<file path="src/rtl/vga_timing_gen.sv">
// vga_timing_gen: VGA raster counters, sync/blank decode and a one-pixel registered, blanked RGB stage.
// DrawX/DrawY feed color_mapper; its combinational colour returns on Red/Green/Blue.
module vga_timing_gen #(
   parameter int CLK_DIV   = 2,
   parameter int H_VISIBLE = 640,
   parameter int H_FP      = 16,
   parameter int H_SYNC    = 96,
   parameter int H_BP      = 48,
   parameter int V_VISIBLE = 480,
   parameter int V_FP      = 10,
   parameter int V_SYNC    = 2,
   parameter int V_BP      = 33
) (
   input  logic       Clk,
   input  logic       Reset_n,
   input  logic [7:0] Red,
   input  logic [7:0] Green,
   input  logic [7:0] Blue,
   output logic [9:0] DrawX,
   output logic [9:0] DrawY,
   output logic       pix_tick,
   output logic       frame_clk,
   output logic       VGA_CLK,
   output logic       VGA_HS,
   output logic       VGA_VS,
   output logic       VGA_BLANK_N,
   output logic [7:0] VGA_R,
   output logic [7:0] VGA_G,
   output logic [7:0] VGA_B
);
   localparam int H_TOTAL = H_VISIBLE + H_FP + H_SYNC + H_BP;
   localparam int V_TOTAL = V_VISIBLE + V_FP + V_SYNC + V_BP;
   localparam int DW = $clog2(CLK_DIV);
   localparam logic [DW-1:0] DIV_LAST = DW'(CLK_DIV - 1);
   localparam logic [DW-1:0] DIV_HALF = DW'(CLK_DIV / 2);

   generate
      if (CLK_DIV < 2 || H_TOTAL > 1024 || V_TOTAL > 1024) begin : g_bad_params
         $error("vga_timing_gen: CLK_DIV must be >= 2 and H_TOTAL/V_TOTAL must fit 10-bit counters");
      end
   endgenerate

   logic [DW-1:0] div;
   logic [DW-1:0] div_nxt;
   logic [9:0]    hc;
   logic [9:0]    vc;
   logic          h_wrap;
   logic          v_wrap;
   logic          hs_raw;
   logic          vs_raw;
   logic          vis;

   assign pix_tick = div == DIV_LAST;
   assign div_nxt  = pix_tick ? '0 : div + 1'b1;
   assign h_wrap   = int'(hc) == H_TOTAL - 1;
   assign v_wrap   = int'(vc) == V_TOTAL - 1;
   assign hs_raw   = !(int'(hc) >= H_VISIBLE + H_FP && int'(hc) < H_VISIBLE + H_FP + H_SYNC);
   assign vs_raw   = !(int'(vc) >= V_VISIBLE + V_FP && int'(vc) < V_VISIBLE + V_FP + V_SYNC);
   assign vis      = int'(hc) < H_VISIBLE && int'(vc) < V_VISIBLE;
   assign DrawX    = hc;
   assign DrawY    = vc;

   // Colour is captured on the tick that ends the pixel, giving color_mapper CLK_DIV-1 cycles to settle.
   always_ff @(posedge Clk or negedge Reset_n) begin
      if (!Reset_n) begin
         div         <= '0;
         hc          <= '0;
         vc          <= '0;
         VGA_CLK     <= 1'b0;
         frame_clk   <= 1'b0;
         VGA_HS      <= 1'b1;
         VGA_VS      <= 1'b1;
         VGA_BLANK_N <= 1'b0;
         VGA_R       <= '0;
         VGA_G       <= '0;
         VGA_B       <= '0;
      end else begin
         div       <= div_nxt;
         VGA_CLK   <= div_nxt >= DIV_HALF;
         frame_clk <= pix_tick && h_wrap && int'(vc) == V_VISIBLE - 1;
         if (pix_tick) begin
            hc          <= h_wrap ? '0 : hc + 10'd1;
            vc          <= h_wrap ? (v_wrap ? '0 : vc + 10'd1) : vc;
            VGA_HS      <= hs_raw;
            VGA_VS      <= vs_raw;
            VGA_BLANK_N <= vis;
            VGA_R       <= vis ? Red : '0;
            VGA_G       <= vis ? Green : '0;
            VGA_B       <= vis ? Blue : '0;
         end
      end
   end
endmodule
</file>
<file path="config.mk">
export PLATFORM = sky130hd
export DESIGN_NAME = vga_timing_gen
export DESIGN_NICKNAME = d
export VERILOG_FILES = /design/src/rtl/vga_timing_gen.sv
export SDC_FILE = /design/constraint.sdc
export NUM_CORES = 1
export LEC_CHECK = 0
export BUFFER_PORTS_ARGS = -buffer_cell sky130_fd_sc_hd__buf_2
export CAP_MARGIN = 0
export CELL_PAD_IN_SITES_DETAIL_PLACEMENT = 2
export CELL_PAD_IN_SITES_GLOBAL_PLACEMENT = 2
export CORE_ASPECT_RATIO = 0.6
export CORE_MARGIN = 2
export CORE_UTILIZATION = 30
export CTS_CLUSTER_DIAMETER = 80
export DETAILED_ROUTE_END_ITERATION = 8
export PLACE_DENSITY_LB_ADDON = 0.12
export SLEW_MARGIN = 20
export SYNTH_ARGS = -nofsm -noshare
export SYNTH_HDL_FRONTEND = slang
export SYNTH_SLANG_ARGS = --single-unit
</file>
<file path="constraint.sdc">
create_clock -name Clk -period 1.76 [get_ports Clk]
set_input_delay 0.352 -clock Clk [delete_from_list [all_inputs] [get_ports Clk]]
set_output_delay 0.352 -clock Clk [all_outputs]
set_load 0.03 [all_outputs]
</file>
==> results by group, run 1 <==
Status
  – Status: complete, no violations

Synthesis
  – EDFF count, synth: 0
  – Post-synthesis sequential area ratio: 56.50%
  – Post-Syn Area: 2175 sq um
  – Synth Warn #: 0
  – Ys async rst share: 100.0%
  – Synth Flop Type: dfrtp_1
  – FF+latch count, synth: 49
  – Unique masters post-synth: 43
  – Post-Synthesis Cells: 183
  – Syn_nets: 214
  – Post-synthesis average cell area: 11.88 sq um

Place
  – PortBufs: 75
  – Placed inst area: 2749 sq um
  – Setup slack at placement: 0.05538 ns
  – Final Wtd Congestion: 0.7381
  – Hpwl dp: 5.061 mm

Critical path
  – CP arrival: 1.88 ns
  – Critical Path RT: 1.97 ns
  – Crit path cell chain: ha_2 -> and4bb_4 -> nand4_4 -> o31a_1 -> a31oi_1
  – CP Class: flip-flop to flip-flop
  – CP max-delay cell: dfrtp_2
  – Crit-path max FO: 10
  – CP endpoint kind: flip-flop
  – R2R Path End: DrawY[9]$_DFFE_PN0P_
  – Worst R2R Setup Slack: 0.09 ns
  – R2R Path Start: DrawX[1]$_DFFE_PN0P_
  – Worst path max stage delay: 0.41 ns
  – CP startpoint kind: flip-flop
  – R2r worst-path depth: 5

Power and ir drop
  – Pwr Density: 843.1 nW/um^2
  – Register share of total power: 47.3%
  – Int Power: 1.927 mW
  – Max VDD drop: 0.0003545 V
  – Gate power share: 7.0%
  – Switching part of the total: 22.04%
  – Total power: 2.473 mW
  – Clock power frac: 45.7%
  – Leakage: 1.489 nW
  – Sw Pwr: 0.5450 mW

Clock tree
  – Later-pin clock latency in the skew report: 0.29 ns
  – H-tree depth: 2
  – Clock Path Buffers: 2
  – CTS buffer count: 5
  – Hold Buf Count CTS: 0
  – CTS tree: built
  – Worst-path clk slew: 0.07 ns
  – CTS sink cnt: 49
  – Clk root buf: clkbuf_16

Die
  – Die area: 7968 sq um
  – Core box area: 6849 sq um
  – Chip height: 69.95 um
  – DIE WIDTH: 113.9 um
  – IO Pins: 76
  – # rows: 23
  – Starting Density: 31.75%

Timing
  – Max Clock Skew: 0.008620 ns
  – Final period util: 94.85%
  – Slew Viols, Final: 0
  – Final-report hold violation count: 0
  – Relative slew slack: 67.98%
  – Peak Freq: 0.5990 GHz
  – Tmin final: 1.669 ns
  – PnR worst setup slack: 0.09062 ns
  – Worst-Margin Slew: 0.4767 ns
  – Final setup fails: 0

Global route
  – Vias in the first global route: 2044
  – Pin count of the biggest net entering global routing: 50
  – Initial antenna violation count: 0
  – GRT Total Usage: 18.87%
  – Total gr overflow: 0
  – First-pass GRT wire length: 11.77 mm

Layout
  – Most common cell after layout, fill and taps aside: buf_2
  – Area delta synth->final: 34.87%
  – Design area: 2933 sq um
  – Antenna cells: 0
  – Final net count: 304
  – Commonest non-fill, non-tap cells in the layout: 75 x buf_2, 45 x dfrtp_1, 24 x a22o_1, 18 x nand2_1, 14 x buf_4
  – Final core utilization: 42.82%
  – Layout cells sized above 1: 40.88%

Detailed routing
  – Final ANT Viol Nets: 0
  – 1st-iter DRT viols: 28
  – First drt pass iteration count: 4
  – WL/cell: 19.22 um
  – DRC viols: 0
  – Via count: 1875
  – Via density: 5.194
  – DRT Wirelength: 6.938 mm

Worst hold path
  – Hold Crit Class: input pin to async pin

Job
  – MaxCap Viol Count: 0
==> per-stage QoR <==
step / setup TNS, ns / std cells / hold slack (ns)
after floorplan: 0 / 183 / 0.05641
after global placement: 0 / 352 / 0.3652
after detailed placement: 0 / 352 / 0.3805
after CTS: 0 / 360 / 0.06436
after global routing: -0.002383 / 361 / 0.06467
final: 0 / 361 / 0.04402
==> power groups by stage <==
| stage | clock network (mW) | registers (mW) | logic, mW |
|---|---|---|---|
| 4_1_cts | 1.16 | 1.17 | 0.177 |
| 2_1_floorplan | 0 | 1.25 | 0.0238 |
| 6_report | 1.13 | 1.17 | 0.172 |
| 3_5_place_dp | 0 | 1.19 | 0.176 |
| 5_1_grt | 1.21 | 1.17 | 0.188 |
| 3_3_place_gp | 0 | 1.19 | 0.174 |
==> cells in the mapped netlist (all sizes together) (3+ instances only) <==
cell	count	share of area [%]
dfrtp	47	54
a22o	24	9.7
nand2	18	3.1
nor2	8	1.4
inv	7	1.2
nand4	7	2.7
o21ai	7	1.6
buf	6	2.0
ha	5	2.9
nor3	5	1.2
xnor2	5	2.0
and3	4	1.2
o31ai	4	1.6
and4	3	1.3
nand3	3	0.69
xor2	3	1.2
==> area by class of cell <==
cell class / instances / area, sq um
clock buffers: 7 / 142.6
clock inverters: 1 / 30.03
fillers: 738 / 3916
inverters: 7 / 26.28
multi-input cells: 119 / 873.3
flip-flops and latches: 49 / 1231
well taps: 87 / 108.9
repair buffers: 91 / 520.5
==> sequential cells by signal (all words and copies together) (netlist names) <==
| signal | count |
|---|---|
| DrawX | 10 |
| DrawY | 10 |
| VGA_B | 8 |
| VGA_G | 8 |
| VGA_R | 8 |
| VGA_BLANK_N | 1 |
| VGA_CLK | 1 |
| VGA_HS | 1 |
| VGA_VS | 1 |
| frame_clk | 1 |
==> metal layers <==
metal,part of all wire [%],routed length [um],track usage (%)
met1,51,3540,27.94
met2,43,3008,27.81
met3,5.2,359,5.208
met4,0.42,29,3.252
met5,0,0,0
==> worst max-delay path by stage <==
stage | slack [ns] | cells past startpoint | endpoint | startpoint
6_report | 0.09 | 5 | DrawY[9]$_DFFE_PN0P_ | DrawX[1]$_DFFE_PN0P_
4_1_cts | 0.04 | 5 | DrawY[7]$_DFFE_PN0P_ | DrawX[1]$_DFFE_PN0P_
5_1_grt | -0.002 | 5 | DrawY[9]$_DFFE_PN0P_ | DrawX[1]$_DFFE_PN0P_
2_1_floorplan | 0.08 | 6 | DrawY[3]$_DFFE_PN0P_ | DrawY[0]$_DFFE_PN0P_
3_3_place_gp | 0.17 | 5 | DrawY[2]$_DFFE_PN0P_ | DrawX[1]$_DFFE_PN0P_
3_5_place_dp | 0.06 | 5 | DrawY[7]$_DFFE_PN0P_ | DrawX[1]$_DFFE_PN0P_
==> kinds of logic (layout without fill, tap and decap cells) <==
group                    count (synthesis)  after routing  synth area share (%)
XOR/XNOR                                 8              8                 3.222
buffers and inverters                   15            106                 3.510
AND/OR/NAND/NOR                         58             58                 16.51
adder cells (fa/ha/maj)                  5              5                 2.877
AO/OA/AOI/OAI                           46             46                 16.46
flip-flops                              49             49                 56.50
multiplexers                             2              2                0.9206
==> worst max-delay path: cells and delay by family (launching register included) <==
family,cells,cell delay [ns]
compound gates,2,0.50
flops,1,0.41
simple gates,2,0.47
fa+ha+maj,1,0.22
==> repair_timing <==
action                                  in CTS  in global routing
setup buffers                                0                  1
endpoints found under the setup margin       0                 10
gates resized for setup                      0                  2
(Power assumes the default switching activity.)
==> inputs of run 2 (changes only) <==
==> constraint.sdc (replaced) <==
create_clock -name Clk -period 1.76 [get_ports Clk]
set_input_delay 0.176 -clock Clk [delete_from_list [all_inputs] [get_ports Clk]]
set_output_delay 0.176 -clock Clk [all_outputs]
set_load 0.03 [all_outputs]
==> run 2 against run 1 <==
Via count down 3.4%; final cell count up 1.4%; largest cell class unchanged; highest routed layer unchanged; register-to-register slack better by 0.04 ns; wire length decreased by 8.4%.
==> results by group, run 2 (synthesis gave the netlist of run 1 again) <==
Status
  – Status: complete, no violations

Critical path
  – Critical Path RT: 1.95 ns
  – CP endpoint kind: flip-flop
  – Crit-path max FO: 6
  – CP startpoint kind: flip-flop
  – CP Class: flip-flop to flip-flop
  – CP arrival: 1.82 ns

Clock tree
  – H-tree depth: 2
  – Worst-path clk slew: 0.06 ns
  – CTS tree: built
  – Clk root buf: clkbuf_16
  – Later-pin clock latency in the skew report: 0.28 ns
  – Clock Path Buffers: 2
  – CTS buffer count: 5
  – CTS sink cnt: 49

Detailed routing
  – DRT Wirelength: 6.357 mm
  – First drt pass iteration count: 4
  – Via density: 4.948
  – WL/cell: 17.37 um
  – 1st-iter DRT viols: 60
  – Via count: 1811
  – DRC viols: 0
  – Final ANT Viol Nets: 0

Place
  – PortBufs: 75
  – Placed Instances: 353
  – Hpwl dp: 4.635 mm
  – Final Wtd Congestion: 0.7268

Global route
  – Initial antenna violation count: 0
  – Pin count of the biggest net entering global routing: 50
  – Vias in the first global route: 1909
  – GRT Total Usage: 16.88%
  – First-pass GRT wire length: 10.54 mm
  – Total gr overflow: 0

Power and ir drop
  – Pwr Density: 770.0 nW/um^2
  – Leakage: 1.501 nW
  – Register share of total power: 51.7%
  – Max VDD drop: 0.0003242 V
  – Gate power share: 7.6%
  – Switching part of the total: 23.01%
  – Total power: 2.261 mW
  – Sw Pwr: 0.5203 mW
  – Int Power: 1.741 mW
  – Clock power frac: 40.7%

Timing
  – Relative slew slack: 74.19%
  – Tmin final: 1.634 ns
  – Hold_ws: 0.1050 ns
  – Max Clock Skew: 0.002793 ns
  – Worst-Margin Slew: 0.3842 ns
  – Slew Viols, Final: 0
  – Setup tns final: 0 ns
  – Final setup fails: 0
  – Peak Freq: 0.6120 GHz
  – Final period util: 92.85%
  – Final-report hold violation count: 0

Die
  – IO Pins: 76
  – Core box area: 6849 sq um
  – Starting Density: 31.75%
  – DIE WIDTH: 113.9 um
  – Die area: 7968 sq um
  – # rows: 23
  – Chip height: 69.95 um

Layout
  – Most common cell after layout, fill and taps aside: buf_2
  – Layout cells sized above 1: 41.22%
  – Final net count: 309
  – Area of the multi-input gates: 870.8 sq um
  – Layout Cells excl Fill: 366
  – Filler cell count: 738
  – Final core utilization: 42.88%
  – Commonest non-fill, non-tap cells in the layout: 75 x buf_2, 45 x dfrtp_1, 24 x a22o_1, 18 x nand2_1, 18 x buf_4
  – Area delta synth->final: 35.04%
  – Antenna cells: 0
  – Register area: 1231 sq um

Job
  – MaxCap Viol Count: 0

Worst hold path
  – Hold Crit Class: input pin to flip-flop
[run 2: power by group through the flow]
stage / Clock, mW / Combinational [mW] / Sequential (mW)
2_1_floorplan: 0 / 0.0238 / 1.25
3_3_place_gp: 0 / 0.173 / 1.19
3_5_place_dp: 0 / 0.174 / 1.19
4_1_cts: 0.956 / 0.177 / 1.17
5_1_grt: 1.01 / 0.187 / 1.17
6_report: 0.919 / 0.172 / 1.17
[run 2: layout make-up]
class	count	share of cell area (%)
clock inverter	2	0.3409
sequential	49	41.93
multi-input combinational	119	29.65
clock buffer	6	4.389
timing repair buffer	96	19.09
inverter	7	0.8948
tap	87	3.707
[run 2: worst max-delay path, cell delays in order (launching register included)]
cell and delay, ns:
dfrtp_2 0.40, ha_1 0.21, and4bb_4 0.28, and4_2 0.32, nand2b_4 0.11, o31ai_1 0.21
[run 2: timing repair]
| action | CTS | global route |
|---|---|---|
| endpoints found under the setup margin | 0 | 5 |
| resized for setup | 0 | 1 |
| hold endpoints to repair | 47 | 0 |
| setup buffers | 0 | 4 |
| hold buffers | 1 | 0 |
[run 2: per-layer routing]
| layer | global-route usage (%) | vias up | share of wire (%) |
|---|---|---|---|
| li1 | - | 856 | - |
| met1 | 25.83 | 906 | 54 |
| met2 | 23.82 | 45 | 41 |
| met3 | 3.733 | 4 | 3.6 |
| met4 | 4.472 | 0 | 0.83 |
| met5 | 0 | - | 0 |
[run 2: worst paths after layout]
check,startpoint,to,slack (ns),depth (start not counted)
min,Red[1],VGA_R[1]$_DFFE_PN0P_,0.10,2
min reg2reg,VGA_HS$_DFFE_PN1P_,VGA_HS$_DFFE_PN1P_,0.49,2
max reg2reg,DrawX[1]$_DFFE_PN0P_,DrawY[7]$_DFFE_PN0P_,0.13,5
max,DrawX[1]$_DFFE_PN0P_,DrawY[7]$_DFFE_PN0P_,0.13,5
max in group asynchronous,Reset_n,VGA_VS$_DFFE_PN1P_,1.07,3
min in group asynchronous,Reset_n,DrawX[9]$_DFFE_PN0P_,0.39,3
[run 2: stage by stage]
step / worst slack, ns / area (sq um)
floorplan: 0.08496 / 2177
global placement: 0.1509 / 2756
detailed placement: 0.07795 / 2756
finish: 0.1259 / 2937
global route: -0.005922 / 2937
CTS: 0.06814 / 2905
==> inputs of run 3 (changes only) <==
==> constraint.sdc (replaced) <==
create_clock -name Clk -period 1.6 [get_ports Clk]
set_input_delay 0.16 -clock Clk [delete_from_list [all_inputs] [get_ports Clk]]
set_output_delay 0.16 -clock Clk [all_outputs]
set_load 0.03 [all_outputs]
==> run 3 against run 2 <==
Sequential power increased by 10%; wire length rose by 11%; core utilization is 2.1 points higher; sequential share of layout area decreased by 1.8 points; largest power group is now the clock network.
==> results by group, run 3 (synthesis gave the netlist of run 1 again) <==
Status
  – Status: complete, no violations

Layout
  – Commonest non-fill, non-tap cells in the layout: 75 x buf_2, 42 x dfrtp_1, 24 x a22o_1, 24 x buf_4, 18 x nand2_1
  – Layout cells sized above 1: 45.61%
  – Antenna cells: 0
  – Most common cell after layout, fill and taps aside: buf_2
  – Final net count: 315
  – Filler cell count: 719
  – Final core utilization: 44.98%
  – Area delta synth->final: 41.66%
  – Layout Cells excl Fill: 372

Global route
  – Pin count of the biggest net entering global routing: 50
  – Initial antenna violation count: 0
  – Global route hottest layer: met1
  – Total gr overflow: 0
  – Routing usage on met1: 27.31%
  – Vias in the first global route: 2004
  – GRT Total Usage: 18.48%
  – Met2 layer usage reported by global route: 26.28%
  – First-pass GRT wire length: 11.36 mm
  – Met3 usage: 5.556%

Critical path
  – Crit-path max FO: 25
  – Critical Path RT: 1.78 ns
  – Crit path cell chain: nand3_1 -> nor3b_4 -> nor4b_4 -> buf_12 -> a22o_1
  – CP startpoint kind: flip-flop
  – CP max-delay cell: dfrtp_1
  – CP endpoint kind: flip-flop
  – CP Class: flip-flop to flip-flop
  – R2R Path Start: DrawY[7]$_DFFE_PN0P_
  – CP arrival: 1.78 ns
  – Worst path max stage delay: 0.46 ns
  – CP Launch Point: DrawY[7]$_DFFE_PN0P_

Power and ir drop
  – Switching part of the total: 21.58%
  – Max VDD drop: 0.0003090 V
  – Register share of total power: 45.2%
  – Clock power frac: 48.1%
  – Int Power: 2.233 mW
  – Leakage: 1.557 nW
  – Total power: 2.848 mW
  – Sw Pwr: 0.6145 mW
  – Pwr Density: 924.4 nW/um^2
  – Gate power share: 6.7%

Detailed routing
  – 1st-iter DRT viols: 74
  – Via count: 1889
  – DRC viols: 0
  – WL/cell: 19.02 um
  – Via density: 5.078
  – First drt pass iteration count: 4
  – DRT Wirelength: 7.074 mm
  – Final ANT Viol Nets: 0

Timing
  – Tmin final: 1.597 ns
  – RSZ-0062 raised after global routing: true
  – Worst-Margin Slew: 0.3164 ns
  – Final-report hold violation count: 0
  – Peak Freq: 0.6263 GHz
  – Final setup fails: 0
  – Final period util: 99.80%
  – Max Clock Skew: 0.005945 ns
  – Slew Viols, Final: 0
  – Relative slew slack: 78.89%
  – Hold_ws: 0.08213 ns

Die
  – Chip height: 69.95 um
  – DIE WIDTH: 113.9 um
  – Core box area: 6849 sq um
  – # rows: 23
  – IO Pins: 76
  – Starting Density: 31.75%
  – Die area: 7968 sq um

Clock tree
  – H-tree depth: 2
  – Clock Path Buffers: 2
  – CTS tree: built
  – Later-pin clock latency in the skew report: 0.29 ns
  – CTS sink cnt: 49
  – Worst-path clk slew: 0.07 ns
  – CTS buffer count: 5
  – Clk root buf: clkbuf_16

Worst hold path
  – Hold path start: Green[2]
  – Hold Crit Class: input pin to flip-flop

Place
  – Final Wtd Congestion: 0.7709
  – PortBufs: 75
  – Placed Instances: 362
  – Hpwl dp: 5.104 mm

Job
  – MaxCap Viol Count: 0
## run 3: cell types whose count changed in the layout (fill, tap and decap cells not counted), moves of 2 or more
| cell | change |
|---|---|
| and4_2 | -2 |
| and4_4 | +2 |
| buf_4 | +6 |
| bufinv_16 | +2 |
| dfrtp_1 | -3 |
| dfrtp_2 | +3 |
## run 3: path summary, 6_finish.rpt
check / to / slack (ns) / depth (start not counted)
setup / recovery: VGA_B[0]$_DFFE_PN0P_ / 0.003 / 5
hold / removal: VGA_G[2]$_DFFE_PN0P_ / 0.08 / 2
setup reg to reg: VGA_B[0]$_DFFE_PN0P_ / 0.003 / 5
hold reg to reg: VGA_HS$_DFFE_PN1P_ / 0.49 / 2
max in group asynchronous: VGA_VS$_DFFE_PN1P_ / 0.94 / 3
min in group asynchronous: DrawY[0]$_DFFE_PN0P_ / 0.38 / 3
## run 3: worst max-delay path: cells and delay by family, from the launching register on
family                 cells  cell delay, ns
AOI/OAI and AO/OA          1            0.19
and+or+nand+nor            3            0.65
DFF                        1            0.46
buffers and inverters      1            0.17
## run 3: power by group through the flow
| stage | sequential, mW | clock, mW | combinational (mW) |
|---|---|---|---|
| floorplan | 1.37 | 0 | 0.0262 |
| global placement | 1.31 | 0 | 0.190 |
| detailed placement | 1.31 | 0 | 0.194 |
| CTS | 1.29 | 1.40 | 0.197 |
| global route | 1.29 | 1.46 | 0.208 |
| finish | 1.29 | 1.37 | 0.192 |
## run 3: what timing repair did
item / in CTS / in global routing
endpoints found under the setup margin: 1 / 35
gates resized for setup: 1 / 9
pin swaps: 0 / 4
gates cloned: 0 / 0
setup buffers: 0 / 1
endpoints found under the hold margin: 47 / 0
hold buffers: 1 / 0
## run 3: layout make-up
class	count	area, sq um	share of cell area, %
Clock buffer	5	125.1	4.062
Clock inverter	3	65.06	2.112
Inverter	7	26.28	0.8530
Multi-Input combinational cell	119	914.6	29.69
Sequential cell	49	1235	40.09
Tap cell	87	108.9	3.534
Timing Repair Buffer	102	605.6	19.66
## run 3: per-layer routing
metal	part of all wire (%)	up-vias	wire (um)
li1	-	875	-
met1	50	952	3509
met2	43	54	3054
met3	6.0	8	425
met4	1.2	0	84
met5	0	-	0
## run 3: stage by stage
stage	area [sq um]	setup TNS, ns	setup slack [ns]
floorplan	2192	-0.02650	-0.02650
global placement	2839	0	0.07965
detailed placement	2839	-0.01965	-0.01965
CTS	3040	0	0.009884
global route	3080	-1.854	-0.09224
finish	3080	0	0.003224
